[config.mk]
export PLATFORM = sky130hd
export DESIGN_NAME = frame_draw_ctrl_flat
export DESIGN_NICKNAME = d
export VERILOG_FILES = /design/src/rtl/frame_draw_if.sv /design/src/rtl/frame_draw_ctrl.sv /design/src/flat_wrapper.sv
export SDC_FILE = /design/constraint.sdc
export NUM_CORES = 1
export LEC_CHECK = 0
export BUFFER_PORTS_ARGS = -buffer_cell sky130_fd_sc_hd__buf_2
export CORE_MARGIN = 5
export CORE_UTILIZATION = 44
export CTS_CLUSTER_DIAMETER = 200
export DETAILED_ROUTE_END_ITERATION = 8
export GPL_TIMING_DRIVEN = 1
export PLACE_DENSITY = 0.59
export SKIP_LAST_GASP = 1
export SYNTH_ARGS = -nofsm -noshare
export SYNTH_HDL_FRONTEND = slang
export SYNTH_SLANG_ARGS = --single-unit
[constraint.sdc]
create_clock -name Clk -period 5.22 [get_ports Clk]
set_input_delay 0.261 -clock Clk [delete_from_list [all_inputs] [get_ports Clk]]
set_output_delay 0.261 -clock Clk [all_outputs]
set_load 0.1 [all_outputs]
[src/rtl/frame_draw_if.sv]
// frame_draw_if: pixel draw request handshake between game logic and the frame RAM write front end
interface frame_draw_if #(parameter int COLOR_W = 5);
  logic               req_valid;
  logic               req_ready;
  logic [9:0]         req_x;
  logic [8:0]         req_y;
  logic [COLOR_W-1:0] req_color;
  modport master (output req_valid, req_x, req_y, req_color, input req_ready);
  modport slave (input req_valid, req_x, req_y, req_color, output req_ready);
endinterface

[src/rtl/frame_draw_ctrl.sv]
// frame_draw_ctrl: buffered pixel draws and full-screen clear into the frame RAM write port (optional FRAME_BOUNDS_CHECK_EN drops off-screen draws)
module frame_draw_ctrl #(
  parameter int H_RES      = 640,
  parameter int V_RES      = 480,
  parameter int ADDR_W     = 19,
  parameter int COLOR_W    = 5,
  parameter int FIFO_DEPTH = 4
) (
  input  logic               Clk,
  input  logic               Reset,
  input  logic               clear_req,
  input  logic [COLOR_W-1:0] clear_color,
  frame_draw_if.slave        req,
  output logic [ADDR_W-1:0]  fr_addr,
  output logic [COLOR_W-1:0] fr_data,
  output logic               fr_we,
  output logic               busy,
  output logic               clear_done,
  output logic               oob_err
);
  localparam int PW = $clog2(FIFO_DEPTH);
  localparam int EW = 19 + COLOR_W;
  typedef enum logic [1:0] {IDLE, DRAW, CLEAR} state_t;
  state_t             state, state_nx;
  logic [EW-1:0]      mem [FIFO_DEPTH];
  logic [PW-1:0]      wp, rp;
  logic [PW:0]        count;
  logic [ADDR_W-1:0]  pix, draw_addr, wr_addr;
  logic [COLOR_W-1:0] clr_col, wr_data, hc;
  logic [9:0]         hx;
  logic [8:0]         hy;
  logic               push, pop, empty, last, start, ok, wr_en, oob, pend;
  assign req.req_ready = count != (PW+1)'(FIFO_DEPTH);
  assign empty         = count == '0;
  assign push          = req.req_valid && req.req_ready;
  assign pop           = state == DRAW && !empty;
  assign {hx, hy, hc}  = mem[rp];
  assign draw_addr     = (ADDR_W'(hy) << 9) + (ADDR_W'(hy) << 7) + ADDR_W'(hx);
  assign last          = pix == ADDR_W'(H_RES * V_RES - 1);
  assign start         = clear_req && state != CLEAR;
  // pend keeps busy high until the clear_done pulse so both fall/rise together
  assign busy          = state != IDLE || !empty || pend;
`ifdef FRAME_BOUNDS_CHECK_EN
  assign ok = hx < 10'(H_RES) && hy < 9'(V_RES);
`else
  assign ok = 1'b1;
`endif
  // request buffer storage, written on every accepted handshake
  always_ff @(posedge Clk)
    if (push) mem[wp] <= {req.req_x, req.req_y, req.req_color};
  // request buffer pointers and occupancy
  always_ff @(posedge Clk or posedge Reset)
    if (Reset) begin
      wp    <= '0;
      rp    <= '0;
      count <= '0;
    end else begin
      wp    <= wp + PW'(push);
      rp    <= rp + PW'(pop);
      count <= count + (PW+1)'(push) - (PW+1)'(pop);
    end
  // clear sweep position and the colour captured when the sweep starts
  always_ff @(posedge Clk or posedge Reset)
    if (Reset) begin
      pix     <= '0;
      clr_col <= '0;
    end else if (start) begin
      pix     <= '0;
      clr_col <= clear_color;
    end else if (state == CLEAR) pix <= pix + 1'b1;
  // state register
  always_ff @(posedge Clk or posedge Reset)
    if (Reset) state <= IDLE;
    else state <= state_nx;
  // next state: a clear pre-empts queued draws, which then run once it ends
  always_comb
    state_nx = state == CLEAR ? (last ? IDLE : CLEAR) : clear_req ? CLEAR : empty ? IDLE : DRAW;
  // write selection for this cycle: sweep pixel or popped draw
  always_comb begin
    wr_en   = state == CLEAR || (pop && ok);
    wr_addr = state == CLEAR ? pix : draw_addr;
    wr_data = state == CLEAR ? clr_col : hc;
    oob     = pop && !ok;
  end
  // registered frame RAM port and status pulses; address/data hold between writes
  always_ff @(posedge Clk or posedge Reset)
    if (Reset) begin
      fr_addr    <= '0;
      fr_data    <= '0;
      fr_we      <= 1'b0;
      oob_err    <= 1'b0;
      pend       <= 1'b0;
      clear_done <= 1'b0;
    end else begin
      fr_we      <= wr_en;
      oob_err    <= oob;
      pend       <= state == CLEAR && last;
      clear_done <= pend;
      if (wr_en) begin
        fr_addr <= wr_addr;
        fr_data <= wr_data;
      end
    end
endmodule

[src/flat_wrapper.sv]
// flat-port wrapper written by rule: the top's interface ports become plain ports
module frame_draw_ctrl_flat 
#(
  parameter int H_RES      = 640,
  parameter int V_RES      = 480,
  parameter int ADDR_W     = 19,
  parameter int COLOR_W    = 5,
  parameter int FIFO_DEPTH = 4
)
  (Clk, Reset, clear_req, clear_color, fr_addr, fr_data, fr_we, busy, clear_done, oob_err, req_req_valid, req_req_x, req_req_y, req_req_color, req_req_ready);
  frame_draw_if #(.COLOR_W(COLOR_W)) req_i ();
  input  logic Clk;
  input  logic Reset;
  input  logic clear_req;
  input  logic [COLOR_W-1:0] clear_color;
  output logic [ADDR_W-1:0] fr_addr;
  output logic [COLOR_W-1:0] fr_data;
  output logic fr_we;
  output logic busy;
  output logic clear_done;
  output logic oob_err;
  input wire logic [$bits(req_i.req_valid)-1:0] req_req_valid;
  input wire logic [$bits(req_i.req_x)-1:0] req_req_x;
  input wire logic [$bits(req_i.req_y)-1:0] req_req_y;
  input wire logic [$bits(req_i.req_color)-1:0] req_req_color;
  output wire logic [$bits(req_i.req_ready)-1:0] req_req_ready;
  assign req_i.req_valid = req_req_valid;
  assign req_i.req_x = req_req_x;
  assign req_i.req_y = req_req_y;
  assign req_i.req_color = req_req_color;
  assign req_req_ready = req_i.req_ready;
  frame_draw_ctrl #(.H_RES(H_RES), .V_RES(V_RES), .ADDR_W(ADDR_W), .COLOR_W(COLOR_W), .FIFO_DEPTH(FIFO_DEPTH)) u_core (.Clk(Clk), .Reset(Reset), .clear_req(clear_req), .clear_color(clear_color), .req(req_i), .fr_addr(fr_addr), .fr_data(fr_data), .fr_we(fr_we), .busy(busy), .clear_done(clear_done), .oob_err(oob_err));
endmodule
; Yosys cells after proc, flatten, opt, wreduce, memory -nomap -nowiden
; Memory sizes are Yosys's and may differ from the RTL's.
; Cells that the tools add are included.
[word_totals]
ff_bits = 60
latchBits = 0
ram_bits = 96
rom_bits = 0
inputBits = 33
wordCells = 45
mem_count = 1
[memory_table]
columns = memory, depth, word_bits, read_ports, rd_ports_with_merged_regs, write_ports, line
row1 = u_core.mem, 4, 24, 1, 0, 1, frame_draw_ctrl.sv:25  ; logic [EW-1:0] mem [FIFO_DEPTH];
[op_classes]
add_sub_neg = 7
multipliers = 0
div = 0
n_lt_le_gt_ge = 0
n_eq_ne = 5
shift = 0
mux = 10
bitwise = 0
n_reduce_logical = 11
[ops]
columns = op, n
row1 = 19-bit two-way mux, 3
row2 = 18-bit by 16-bit adder with 19-bit output, 1
row3 = 19-bit by 1-bit adder with 19-bit output (second input constant), 1
row4 = 19-bit by 10-bit adder with 19-bit output, 1
row5 = 19-bit equality test (second input constant), 1
row6 = 2-bit two-way mux, 3
row7 = 5-bit two-way mux, 1
row8 = 2-bit by 1-bit adder with 2-bit output, 2
row9 = 1-bit logical AND, 4
row10 = 2-bit nonzero test, 2
row11 = 3-bit by 1-bit adder with 3-bit output, 1
row12 = 3-bit zero test, 1
row13 = 1-bit logical OR, 3
row14 = 1-bit two-way mux, 3
row15 = 3-bit != test (second input constant), 1
row16 = 3-bit by 1-bit subtractor with 3-bit output, 1
row17 = 2-bit by 1-bit equality test with 1-bit output (second input constant), 1
row18 = 2-bit equality test (second input constant), 1
row19 = 2-bit != test (second input constant), 1
row20 = 1-bit zero test, 1

; Depth between registers and ports, before layout
; Gate-level depths: netlist of run 1.
[logic_depth]
word_depth = 4
mapped_depth = 12
mapped_depth_nobuf = 10

; Least setup slack after synthesis of run 1
; OpenSTA, ideal clock, no wires.
[synth_path]
path_kind = reg-to-reg
from = register u_core.count[1]
to = memory u_core.mem[1][0] (netlist bit), enable pin
arrival_ps = 3213
required_ps = 4780
slack_ps = 1567
stages_incl_launch_ff = 5
synth_period_minus_slack_ps = 3653
cell_sequence = dfrtp_1 > nor2_1 > nand2_1 > nand2_1 > nor3b_1
[synth_via]
elab_chain_len = 4
[synth_lines]
columns = element, line
row1 = "start, declared", frame_draw_ctrl.sv:27  ; logic [PW:0] count;
row2 = "start signal, assigned", frame_draw_ctrl.sv:60  ; count <= count + (PW+1)'(push) - (PW+1)'(pop);
row3 = 3-bit != test, frame_draw_ctrl.sv:33  ; assign req.req_ready = count != (PW+1)'(FIFO_DEPTH);
row4 = via req_req_ready, flat_wrapper.sv:26  ; output wire logic [$bits(req_i.req_ready)-1:0] req_req_ready;
row5 = 1-bit logical AND, frame_draw_ctrl.sv:35  ; assign push = req.req_valid && req.req_ready;
row6 = 1-bit two-way mux, frame_draw_ctrl.sv:50  ; if (push) mem[wp] <= {req.req_x, req.req_y, req.req_color};
row7 = 1-bit two-way mux (implied by the code), frame_draw_ctrl.sv:50
row8 = "end, declared", frame_draw_ctrl.sv:25
; The timed path passes the listed nets, and every way through them passes these cells.

; Worst setup path in the final report of run 1
[layout_path]
from = register u_core.rp[0]
to = register u_core.fr_addr[18]
[layout_via]
elab_chain_len = 4
[layout_lines]
columns = element, line
row1 = "start, declared", frame_draw_ctrl.sv:26  ; logic [PW-1:0] wp, rp;
row2 = "start signal, assigned", frame_draw_ctrl.sv:59  ; rp <= rp + PW'(pop);
row3 = memory 4 x 24 bit *, n/a
row4 = 18-bit by 16-bit adder with 19-bit output, frame_draw_ctrl.sv:38  ; assign draw_addr = (ADDR_W'(hy) << 9) + (ADDR_W'(hy) << 7) + ADDR_W'(hx);
row5 = 19-bit by 10-bit adder with 19-bit output *, frame_draw_ctrl.sv:38
row6 = 19-bit two-way mux *, frame_draw_ctrl.sv:81  ; wr_addr = state == CLEAR ? pix : draw_addr;
row7 = "end signal, assigned", frame_draw_ctrl.sv:100  ; fr_addr <= wr_addr;
row8 = "end, declared", frame_draw_ctrl.sv:14  ; output logic [ADDR_W-1:0] fr_addr,
; Every way passes the cells marked *; elsewhere a longest branch is shown, timed or not.
; A chain may end at the register's enable or synchronous reset.

==> flow_results.org, run 1 <==
** Global route
- Peak-usage layer in the global routing report :: met2
- The via count of the first global-routing pass was 3966.
- Wire length of the first global-routing pass :: 22000 µm
- Met2 Track Usage GR :: 24.0%
- After global routing the overflow that remains totals 0.
- Fraction of met3 tracks used by global routing :: 3.89%
- The initial antenna violation count came to 0.
- Global Route met1 Usage :: 23.5%
- Entering global routing, the biggest net connects 61 pins.
- GRT Util Overall :: 16.2%

** Logic synthesis
- Averaged over all synthesized cells, the footprint is 15.0 µm².
- Most frequent cell after synthesis :: sky130_fd_sc_hd__edfxtp_1
- For this run, the number of Yosys warnings is 0.
- In this run, synthesis produced a sequential element count of 156.
- Number of different library cells in the post-synthesis netlist :: 58
- Number of nets produced by synthesis :: 503
- Most instantiated cells after synthesis :: sky130_fd_sc_hd__edfxtp_1, sky130_fd_sc_hd__dfrtp_1, sky130_fd_sc_hd__nand2_1, sky130_fd_sc_hd__mux4_2, sky130_fd_sc_hd__nor2_1
- The synthesized design devotes to its leading area cell type 43.2% of total area.
- Post-synth ARST share :: 38.5%
- Post-synth EDFFs :: 96
- In the synthesized netlist the dominant register cell turns out to be sky130_fd_sc_hd__edfxtp_1.
- For this run, the register share of the synthesized area comes to 65.7%.
- Sorting the synthesized cells by area gives the leading types as sky130_fd_sc_hd__edfxtp_1, sky130_fd_sc_hd__dfrtp_1, sky130_fd_sc_hd__mux4_2, sky130_fd_sc_hd__ha_1, sky130_fd_sc_hd__nand2_1.
- The biggest area contributor in the post-synthesis netlist is sky130_fd_sc_hd__edfxtp_1.
- Post-synthesis instance area :: 6670 µm²
- Synthesis handed over a netlist of 445 instances.

** Detailed routing
- Once detail routing completed, the nets flagged for antenna violations numbered 0.
- Dividing the detail-routed wire length by the instance count gives 18.7 µm.
- For this run, design rule violations remaining after detail routing come to 0.
- Initial DRT Pass Iterations :: 4
- Wires add up to 13400 µm.
- Number of vias in the routed layout :: 3874
- The first routing iteration left 227 violations.
- Via density :: 5.42

** Power
- Net switching is 40.6% of the power.
- Leakage component of the power :: 3.14 nW
- Reported net switching power :: 2.08 mW
- The clock network burns 23.3% of the power.
- Pint :: 3.05 mW
- Combinational logic is responsible for 41.2% of the overall power.
- Overall Power :: 5.14 mW
- Dividing total power by cell area gives a power density of 661 nW/µm².
- Sequential power share :: 35.6%
- The worst-case IR drop observed on VDD is 0.276 mV.

** Clock network
- Number of buffers inserted during clock tree synthesis :: 17
- Clock tree synthesis selected as its root buffer the cell sky130_fd_sc_hd__clkbuf_16.
- Once the clock tree was built, the setup fixing pass inserted 0 buffers.
- TritonCTS built the clock tree.
- Clock tree synthesis found a total of 156 sinks.
- Clk buf depth :: 2
- Post-CTS Hold Fix Bufs :: 0
- Level count of the clock H-tree :: 4
- Once the clock tree was built, the resizer swapped 0 gates to a different size.
- Clock-pin slew was measured on the worst setup and hold paths at 0.06 ns.
- Clock latency on the worst-skew pair :: 0.42 ns

** Timing
- Period minus WS final :: 3.78 ns
- Setup repair after global routing left no endpoint under its margin.
- In this run the tightest slew margin relative to its limit is 36.0%.
- Setup violations remaining at the end of the flow were counted as 0.
- At the pin with the least slew margin, the transition time is 0.960 ns.
- Maximum frequency from static timing analysis :: 0.264 GHz
- Setup TNS :: 0 ns
- The total count of max-transition violations in the final report came to 0.
- In the finished design, the share of the clock period the worst path needs comes to 72.4%.
- Final Skew :: 0.00815 ns
- Final-report hold violation count :: 0

** Setup path
- The number of cells on the worst reg-to-reg path is 9.
- On the worst path, the slowest cell contributes a delay of 0.97 ns.
- STA classifies the critical path startpoint as a register.
- Ordered cell list for the critical path :: mux4_2, ha_1, ha_1, fa_1, a211oi_1, nor2_1, o41ai_1, o21bai_1, a21o_1
- Max stage delay cell, worst path :: sky130_fd_sc_hd__dfrtp_1
- Worst path most repeated cell :: sky130_fd_sc_hd__ha_1
- Crit path max fanout :: 15
- Number of cells on the critical path :: 9
- At the worst endpoint, the required time is 5.53 ns.
- Setup Crit Path Kind :: register to register
- Critical Path AT :: 4.10 ns
- Kind of cell adding the most delay to the critical path :: adder cells
- Crit. End Element :: register
- Total buffers and inverters traversed by the critical path :: 0

** Finish
- Share of cells above drive strength 1 :: 26.4%
- The final layout contains 573 nets.
- After filler insertion, the fill cell instance count of the layout stands at 1277.
- After routing the design area is 7770 µm².
- Utilization after layout :: 51.7%
- The area growth from synthesis to layout is 16.5%.
- Number of antenna cells inserted :: 0

** Floorplanning
- Measured along the y axis, the die boundary spans 133 µm.
- From left edge to right edge, the die measures 133 µm.
- Row generation in the floorplan step produced 45 rows.
- Initial cell density of the core :: 44.4%
- Total die area :: 17700 µm²
- In this run the count of I/O pins placed on the die edge is 62.
- Std-Cell Core Area :: 15000 µm²

** Placement
- Final weighted congestion of routability-driven global placement :: 0.812
- Port Buffers :: 60
- Half-perimeter wire length of the detailed placement result :: 8990 µm
- The placed instances occupy a cell area of 7200 µm².

** Run
- Across the run, the number of max-cap violations was 0.

** Worst hold path
- Hold/Removal Path Class :: input port to async pin

** Status
- Result of the run :: finished, final reports clean
-- cells in the final DEF, fill, tap and decap left out, drive strengths merged, types with 3 or more instances in the layout --
master     n
nand2     51
mux2       5
inv       18
nor3       7
o31ai      3
nand3      9
ha        22
xor2       3
mux4      24
edfxtp    96
nand4      4
o21ai     16
a211oi     4
buf       69
nand3b     3
fa         3
xnor2      5
and3       3
a31oi      4
a22oi     16
clkbuf    18
nor2      25
o22ai      3
clkinv     4
mux2i      9
clkinvlp   4
a21o       7
dfrtp     60
-- power by group through the flow --
stage          registers (mW)  clock network [mW]  logic (mW)
3_3_place_gp             1.85                   0        2.10
5_1_grt                  1.87                1.27        2.31
6_report                 1.83                1.19        2.12
4_1_cts                  1.83                1.22        2.14
2_1_floorplan            2.24                   0        1.23
3_5_place_dp             1.86                   0        2.12
-- worst reg2reg max path, cell delays in order (launching register included) --
cell                       delay, ns
sky130_fd_sc_hd__dfrtp_1        0.97
sky130_fd_sc_hd__mux4_2         0.64
sky130_fd_sc_hd__ha_1           0.32
sky130_fd_sc_hd__ha_1           0.24
sky130_fd_sc_hd__fa_1           0.43
sky130_fd_sc_hd__a211oi_1       0.24
sky130_fd_sc_hd__nor2_1         0.12
sky130_fd_sc_hd__o41ai_1        0.42
sky130_fd_sc_hd__o21bai_1       0.11
sky130_fd_sc_hd__a21o_1         0.18
-- kinds of logic (layout without fill, tap and decap cells) --
logic type / count (synthesis) / in the layout / synth area share (%)
buffers and inverters: 33 / 115 / 2.16
adder cells (fa/ha/maj): 25 / 25 / 5.03
other: 1 / 1 / 0.0562
multiplexers: 38 / 38 / 10.3
AND/OR/NAND/NOR: 116 / 116 / 8.59
XOR/XNOR: 8 / 8 / 1.05
AO/OA/AOI/OAI: 68 / 68 / 7.09
flip-flops: 156 / 156 / 65.7
-- area by class of cell --
cell class                 count  area, µm²  share of cell area [%]
sequential                   156       4380                    56.4
inverter                      15       56.3                   0.725
multi-input combinational    256       2160                    27.8
tap                          188        235                    3.03
timing repair buffer          69        368                    4.73
clock buffer                  18        429                    5.52
clock inverter                13        141                    1.82
-- flip-flops by register name, summed over array words and instances, names as in the netlist --
name and flops:
u_core.clear_done 1, u_core.fr_data 5, u_core.wp 2, u_core.fr_addr 19
u_core.count 3, u_core.fr_we 1, u_core.pend 1, u_core.mem 96
u_core.clr_col 5, u_core.rp 2, u_core.pix 19, u_core.state 2
-- routing by layer --
layer,part of all wire [%],vias up
met3,4.2,15
met2,46,92
met5,0,-
met1,49,1935
li1,-,1832
met4,1.6,0
-- through the flow --
stage	hold slack (ns)	setup slack, ns	cells
6_report	0.0477	1.44	715
5_1_grt	0.0361	1.10	715
4_1_cts	0.0342	1.37	715
3_5_place_dp	0.364	1.41	684
3_3_place_gp	0.355	1.46	684
2_1_floorplan	0.334	1.57	445
-- worst paths after layout --
kind                                   from            endpoint  slack, ns
max                            u_core.rp[0]  u_core.fr_addr[18]       1.44
max in group asynchronous             Reset  u_core.fr_addr[14]       4.66
min                                   Reset     u_core.count[2]       0.05
min in group Clk           req_req_color[1]    u_core.mem[2][1]       0.05
min reg2reg                     u_core.pend   u_core.clear_done       0.37
max reg2reg                    u_core.rp[0]  u_core.fr_addr[18]       1.44
No activity file was read; power rests on OpenSTA's default activity.
==> inputs of run 2 (changes only) <==
==> constraint.sdc (replaced) <==
create_clock -name Clk -period 3.9 [get_ports Clk]
set_input_delay 0.195 -clock Clk [delete_from_list [all_inputs] [get_ports Clk]]
set_output_delay 0.195 -clock Clk [all_outputs]
set_load 0.1 [all_outputs]
==> run 2 against run 1 <==
- the flow now finishes with violations (hold timing)
- first-iteration DRC count increased by 26%
- register-to-register slack got worse by 1.0 ns
- global-route usage increased by 0.20 points
- via count increased by 2.9%
- non-clock buffer count increased by 27
- wire length increased by 1.2%
- total power increased by 34%
- die area unchanged
- fmax increased by 8.5%
==> flow_results.org, run 2 (synthesis gave the netlist of run 1 again) <==
** Status
- Result of the run: complete, but fails checks (was finished, final reports clean).
- The checks that failed: hold timing.

** Clock network
- Clock tree from TritonCTS :: built (unchanged)
- Number of buffers inserted during clock tree synthesis :: 17 (unchanged)
- Number of resized instances in the post-cts repair step :: 0 (unchanged)
- The buffer type at the clock tree root was sky130_fd_sc_hd__clkbuf_16 (unchanged).
- Clock-pin slew of the registers on the worst-case setup and hold paths :: 0.07 ns (was 0.06 ns)
- The depth of the CTS H-tree came to 4 (unchanged).
- The total clock sinks is 156 (unchanged).
- Clk buf depth :: 2 (unchanged)
- Clock latency on the worst-skew pair :: 0.43 ns (was 0.42 ns)

** Global route
- The via count of the first global-routing pass is 4096 (was 3966).
- GRT Util Overall :: 16.4% (was 16.2%)
- The pin count of the biggest net entering global routing came to 61 (unchanged).
- The overall overflow remaining after global route came to 0 (unchanged).
- Wire length of the first global-routing pass :: 22100 µm (was 22000 µm)
- The initial antenna violation count is 0 (unchanged).

** Setup path
- The critical path startpoint category is a register (unchanged).
- The worst path required time is 4.20 ns (was 5.53 ns).
- The critical path start-end classification is register to register (unchanged).
- The arrival time reported for the critical path endpoint came to 3.79 ns (was 4.10 ns).
- Count of cells along the worst register-to-register path :: 9 (unchanged)
- Launching point of the worst reg2reg path :: u_core.rp[0] (unchanged)
- Crit. End Element :: register (unchanged)
- The largest fanout on the critical path was 10 (was 15).
- The worst reg2reg path endpoint is u_core.fr_addr[18] (unchanged).
- The worst reg-to-reg setup slack is 0.42 ns (was 1.44 ns).

** Floorplanning
- Number of top-level design ports :: 62 (unchanged)
- The die width came to 133 µm (unchanged).
- The number of rows created at floorplan is 45 (unchanged).
- The initial core utilization came to 44.4% (unchanged).
- Total die area :: 17700 µm² (unchanged)
- Overall die height :: 133 µm (unchanged)
- Std-Cell Core Area :: 15000 µm² (unchanged)

** Timing
- Final Skew :: 0.0162 ns (was 0.00815 ns)
- The final worst slack was 0.416 ns (was 1.44 ns).
- Setup TNS :: 0 ns (unchanged)
- The number of failing hold endpoints at the final stage was 10 (was 0).
- The maximum frequency from static timing analysis is 0.287 GHz (was 0.264 GHz).
- Worst hold-check slack :: -0.00960 ns (was 0.0477 ns)
- The time the final worst path needs with I/O delays and setup was 3.48 ns (was 3.78 ns).
- The final period utilization is 89.3% (was 72.4%).
- Final setup violating endpoints :: 0 (unchanged)
- Worst max-slew margin expressed relative to the limit :: 47.7% (was 36.0%)
- The total count of max-transition violations in the final report was 0 (unchanged).
- Setup repair after global routing missed its margin :: false (unchanged)
- Transition time at the pin with the least slew margin :: 0.785 ns (was 0.960 ns)

** Detailed routing
- Residual DRC count :: 0 (unchanged)
- The detailed-router iteration count before antenna repair came to 4 (unchanged).
- The routed wire length per instance is 18.2 µm (was 18.7 µm).
- Wire length after detailed routing :: 13600 µm (was 13400 µm)
- The remaining antenna violation count after routing came to 0 (unchanged).
- Number of vias in the routed layout :: 3987 (was 3874)
- The violation count after the first detailed-routing iteration came to 286 (was 227).
- The mean number of vias per cell came to 5.37 (was 5.42).

** Finish
- Share of cells above drive strength 1 :: 25.6% (was 26.4%)
- The final cell area excluding filler cells is 8040 µm² (was 7770 µm²).
- The area of all sequential standard cells is 4380 µm² (unchanged).
- The footprint of the multi-input gates came to 2160 µm² (unchanged).
- Top flop regs :: u_core.mem x96, u_core.fr_addr x19, u_core.pix x19 (unchanged)
- Layout fillers :: 1264 (was 1277)
- The count of inserted antenna diode cells was 0 (unchanged).
- The register bank with the most flops is u_core.mem (unchanged).
- Synthesis-to-layout area growth :: 20.6% (was 16.5%)
- Number of nets in the layout :: 600 (was 573)
- Number of flip-flops under the largest register name :: 96 (unchanged)
- The leading cell type in the layout, fill and taps excluded is sky130_fd_sc_hd__edfxtp_1 (unchanged).
- Most frequent cells in the layout: sky130_fd_sc_hd__edfxtp_1, sky130_fd_sc_hd__buf_2, sky130_fd_sc_hd__dfrtp_1 (unchanged).

** Placement
- The placed wire-length estimate was 9130 µm (was 8990 µm).
- Placed Instance Area :: 7220 µm² (was 7200 µm²)
- The number of buffer cells added on primary ports came to 60 (unchanged).
- The worst slack at placement is 0.409 ns (was 1.41 ns).
- Final weighted congestion of routability-driven global placement :: 0.848 (was 0.812)

** Run
- The max-cap violation count came to 0 (unchanged).

** Power
- The power density relative to cell area is 856 nW/µm² (was 661 nW/µm²).
- The leakage power of the design was 3.27 nW (was 3.14 nW).
- Worst-case vdd ir drop :: 0.415 mV (was 0.276 mV)

** Worst hold path
- The class of the worst hold path is input port to async pin (unchanged).
-- run 2: changes by cell type in the layout (fill, tap and decap cells not counted), sizes merged --
cell / change
buf: +2
clkbuf: +2
clkinv: -1
clkinvlp: -1
dlygate4sd3: +25
inv: +1
-- run 2: per-layer routing --
layer  global-route usage [%]  up-vias  wire length (µm)
met5                        0        -                 0
met4                     5.31        0               189
met3                     4.68       13               476
met2                     25.0       87              6490
met1                     22.8     2008              6400
li1                         -     1879                 -
-- run 2: worst max-delay path by stage --
| stage | startpoint | to | slack [ns] | cells after the start |
|---|---|---|---|---|
| detailed placement | u_core.rp[0] | u_core.fr_addr[18] | 0.41 | 9 |
| floorplan | u_core.count[1] | u_core.mem[1][0] | 0.25 | 4 |
| global route | u_core.rp[0] | u_core.fr_addr[18] | 0.08 | 9 |
| finish | u_core.rp[0] | u_core.fr_addr[18] | 0.42 | 9 |
| global placement | u_core.rp[0] | u_core.fr_addr[18] | 0.47 | 9 |
| CTS | u_core.rp[0] | u_core.fr_addr[18] | 0.35 | 9 |
-- run 2: layout make-up --
class | instances | share of cell area, %
Sequential cell | 156 | 54.5
Multi-Input combinational cell | 256 | 26.8
Timing Repair Buffer | 96 | 7.87
Clock buffer | 20 | 5.43
Tap cell | 188 | 2.93
Clock inverter | 12 | 1.73
Inverter | 15 | 0.700
-- run 2: worst max-delay path: stages, from the launching register on --
cell                       delay [ns]
sky130_fd_sc_hd__dfrtp_1         0.69
sky130_fd_sc_hd__mux4_2          0.60
sky130_fd_sc_hd__ha_1            0.32
sky130_fd_sc_hd__ha_1            0.24
sky130_fd_sc_hd__fa_1            0.43
sky130_fd_sc_hd__a211oi_1        0.23
sky130_fd_sc_hd__nor2_1          0.11
sky130_fd_sc_hd__o41ai_1         0.44
sky130_fd_sc_hd__o21bai_1        0.11
sky130_fd_sc_hd__a21o_1          0.19
-- run 2: repair_timing --
item | in CTS | in global routing
setup buffers | 0 | 0
hold buffers | 24 | 1
hold endpoints to repair | 84 | 4
-- run 2: power by group --
group          internal (mW)  switching, mW
clock                  0.951          0.660
combinational          0.989           1.86
sequential              2.18          0.247
-- run 2: through the flow --
step / hold WS (ns) / util (%) / cells / power, mW
6_report: -0.00960 / 53.5 / 743 / 6.88
3_3_place_gp: 0.351 / 48.0 / 686 / 5.28
4_1_cts: 0.00173 / 53.4 / 742 / 6.96
2_1_floorplan: 0.268 / - / 445 / 4.64
5_1_grt: 0.00188 / 53.5 / 743 / 7.32
3_5_place_dp: 0.366 / 48.0 / 686 / 5.31
==> inputs of run 3 (changes only) <==
==> constraint.sdc (replaced) <==
create_clock -name Clk -period 4.2 [get_ports Clk]
set_input_delay 0.21 -clock Clk [delete_from_list [all_inputs] [get_ports Clk]]
set_output_delay 0.21 -clock Clk [all_outputs]
set_load 0.1 [all_outputs]
==> run 3 against run 2 <==
- critical endpoint unchanged
- setup slack improved by 0.33 ns
- the run still ends with hold timing left
- clock skew decreased by 0.0096 ns
- global-route usage decreased by 0.12 points
- non-clock buffer count decreased by 8
- design area decreased by 1.2%
- total power decreased by 8.0%
- clock power decreased by 11%
==> flow_results.org, run 3 (synthesis gave the netlist of run 1 again) <==
** Status
- Result of the run :: complete, but fails checks (unchanged)
- Violations in the final reports: hold timing (unchanged).

** Setup path
- Worst path most repeated cell :: sky130_fd_sc_hd__ha_1 (unchanged)
- Highest cell delay on the worst timing path :: 0.63 ns (was 0.69 ns)
- Startpoint Class :: register (unchanged)
- Total buffers and inverters traversed by the critical path :: 0 (unchanged)
- Ordered cell list for the critical path: mux4_2, ha_1, ha_1, fa_1, a211oi_1, nor2_1, o41ai_1, o21bai_1, a21o_1 (unchanged).
- Crit. End Element :: register (unchanged)
- The worst path required time was 4.51 ns (was 4.20 ns).
- The arrival time reported for the critical path endpoint is 3.76 ns (was 3.79 ns).
- The critical path start-end classification was register to register (unchanged).
- Critical Path Start :: u_core.rp[0] (unchanged)
- The largest fanout on the critical path is 9 (was 10).
- Launching point of the worst reg2reg path :: u_core.rp[0] (unchanged)
- The cell with the biggest individual delay on the critical path is sky130_fd_sc_hd__dfrtp_1 (unchanged).
- Kind of cell adding the most delay to the critical path :: adder cells (unchanged)

** Timing
- Setup TNS :: 0 ns (unchanged)
- The setup-violating endpoint count in the final report was 0 (unchanged).
- The actual transition at the worst max-transition pin was 0.766 ns (was 0.785 ns).
- The time the final worst path needs with I/O delays and setup was 3.45 ns (was 3.48 ns).
- The relative slew slack came to 48.9% (was 47.7%).
- Final Skew :: 0.00653 ns (was 0.0162 ns)
- Ratio of final minimum period to clock period :: 82.2% (was 89.3%)
- The maximum frequency from static timing analysis was 0.290 GHz (was 0.287 GHz).
- Setup repair after global routing missed its margin: false (unchanged).
- The total count of max-transition violations in the final report is 0 (unchanged).
- Final-report hold violation count :: 5 (was 10)
- The final worst hold slack was -0.00232 ns (was -0.00960 ns).

** Global route
- Met2 Track Usage GR :: 24.8% (was 25.0%)
- Wire length of the first global-routing pass :: 22100 µm (about the same)
- The overall overflow remaining after global route was 0 (unchanged).
- Peak-usage layer in the global routing report :: met2 (unchanged)
- Maximum number of pins on one net before global-route repair :: 61 (unchanged)
- Global Route met1 Usage :: 22.6% (was 22.8%)
- Fraction of met3 tracks used by global routing :: 4.46% (was 4.68%)
- The via count of the first global-routing pass came to 4129 (was 4096).
- The overall global routing resource usage was 16.2% (was 16.4%).
- The initial antenna violation count came to 0 (unchanged).

** Clock network
- Clock tree from TritonCTS :: built (unchanged)
- Level count of the clock H-tree :: 4 (unchanged)
- The maximum clock path buffer count was 2 (unchanged).
- The total clock sinks came to 156 (unchanged).
- Number of buffers inserted during clock tree synthesis :: 17 (unchanged)
- The post-CTS clock slew at the launch and capture registers of the worst setup and hold paths came to 0.07 ns (about the same).
- Clock latency on the worst-skew pair :: 0.42 ns (was 0.43 ns)
- The buffer count from post-CTS setup fixing came to 0 (unchanged).
- Cell at the root of the clock tree :: sky130_fd_sc_hd__clkbuf_16 (unchanged)

** Floorplanning
- Std-Cell Rows :: 45 (unchanged)
- The height of the chip is 133 µm (unchanged).
- The initial core utilization is 44.4% (unchanged).
- Std-Cell Core Area :: 15000 µm² (unchanged)
- The top-level port count came to 62 (unchanged).
- The die width was 133 µm (unchanged).
- Total die area :: 17700 µm² (unchanged)

** Detailed routing
- First-iteration detailed-routing DRC count :: 244 (was 286)
- The total via count after detailed routing was 3916 (was 3987).
- Residual antenna-violating net count after detailed routing :: 0 (unchanged)
- The number of DRC violations after detailed routing came to 0 (unchanged).
- Via density :: 5.33 (was 5.37)
- The sum of routed wire length over all layers is 13500 µm (was 13600 µm).
- The routed wire length per instance was 18.3 µm (was 18.2 µm).
- Initial DRT Pass Iterations :: 4 (unchanged)

** Finish
- The final net count was 592 (was 600).
- The number of flip-flops in the largest register is 96 (unchanged).
- The register bank with the most flops was u_core.mem (unchanged).
- Number of antenna cells inserted :: 0 (unchanged)
- Synthesis-to-layout area growth :: 19.1% (was 20.6%)
- Top flop regs :: u_core.mem x96, u_core.fr_addr x19, u_core.pix x19 (unchanged)
- The layout filler cell count came to 1260 (was 1264).
- Most frequent standard cell in the layout excluding fill and tap cells :: sky130_fd_sc_hd__edfxtp_1 (unchanged)
- Share of cells above drive strength 1 :: 26.1% (was 25.6%)
- Most frequent cells in the layout: sky130_fd_sc_hd__edfxtp_1, sky130_fd_sc_hd__buf_2, sky130_fd_sc_hd__dfrtp_1 (unchanged).
- The number of cells in the finished layout apart from fillers came to 735 (was 743).

** Power
- The peak supply drop is 0.384 mV (was 0.415 mV).
- The sequential power share is 35.5% (was 35.2%).
- Leakage component of the power :: 3.23 nW (was 3.27 nW)
- Pint :: 3.72 mW (was 4.12 mW)
- Gate power share :: 41.9% (was 41.4%)
- The switching share of power came to 41.3% (was 40.2%).
- Reported net switching power :: 2.62 mW (was 2.76 mW)
- Clock network power share :: 22.5% (was 23.4%)
- The power density relative to cell area came to 797 nW/µm² (was 856 nW/µm²).

** Placement
- Half-perimeter wire length of the detailed placement result :: 9090 µm (was 9130 µm)
- Port Buffers :: 60 (unchanged)
- DP Cell Count :: 685 (was 686)
- Final weighted congestion of routability-driven global placement :: 0.836 (was 0.848)

** Run
- The max-cap violation count was 0 (unchanged).

** Worst hold path
- Hold/Removal Path Class :: input port to async pin (unchanged)
==> run 3: final cells by class <==
cell class,instances,area (µm²),share of cell area (%)
repair buffers,88,556,6.99
inverters,15,56.3,0.709
clock inverters,15,130,1.64
well taps,188,235,2.96
clock buffers,17,425,5.36
flip-flops and latches,156,4380,55.2
multi-input cells,256,2160,27.2
==> run 3: metrics by stage <==
step                total power, mW  worst slack [ns]  hold WS, ns  instance area [µm²]  utilization [%]
detailed placement             4.95             0.756        0.374                 7210             47.9
CTS                            6.41             0.724      0.00165                 7940             52.8
global route                   6.77             0.452      0.00824                 7940             52.8
floorplan                      4.31             0.547        0.283                 6670                -
global placement               4.90             0.830        0.360                 7210             47.9
finish                         6.33             0.747     -0.00232                 7940             52.8
==> run 3: worst register-to-register path: stages (launching register included) <==
cell and delay, ns:
sky130_fd_sc_hd__dfrtp_1 0.63, sky130_fd_sc_hd__mux4_2 0.61, sky130_fd_sc_hd__ha_1 0.33, sky130_fd_sc_hd__ha_1 0.25, sky130_fd_sc_hd__fa_1 0.44, sky130_fd_sc_hd__a211oi_1 0.24, sky130_fd_sc_hd__nor2_1 0.11, sky130_fd_sc_hd__o41ai_1 0.42
sky130_fd_sc_hd__o21bai_1 0.12, sky130_fd_sc_hd__a21o_1 0.19
==> run 3: power groups by stage <==
stage          combinational (mW)  clock [mW]  sequential, mW
2_1_floorplan                1.53           0            2.78
3_3_place_gp                 2.63           0            2.27
3_5_place_dp                 2.67           0            2.28
4_1_cts                      2.69        1.47            2.25
5_1_grt                      2.94        1.54            2.29
6_report                     2.66        1.43            2.25
==> run 3: what timing repair did <==
item	4_1_cts	5_1_grt
resized for setup	0	0
hold endpoints to repair	65	0
hold buffers	18	0
==> run 3: path summary, 6_finish.rpt <==
check                           cells past startpoint  slack [ns]            endpoint
worst max-delay path                                9        0.75  u_core.fr_addr[18]
worst min-delay path                                3      -0.002   u_core.fr_addr[2]
worst max register to register                      9        0.75  u_core.fr_addr[18]
worst min register to register                      0        0.39   u_core.clear_done
max in group asynchronous                           3        3.70   u_core.clr_col[4]
min in group Clk                                    1        0.02   u_core.mem[2][18]
==> run 3: metal layers <==
layer	part of all wire [%]	up-vias	routed length (µm)
met5	0	-	0
li1	-	1873	-
met1	45	1941	6130
met4	1.3	0	171
met2	48	92	6440
met3	5.5	10	741
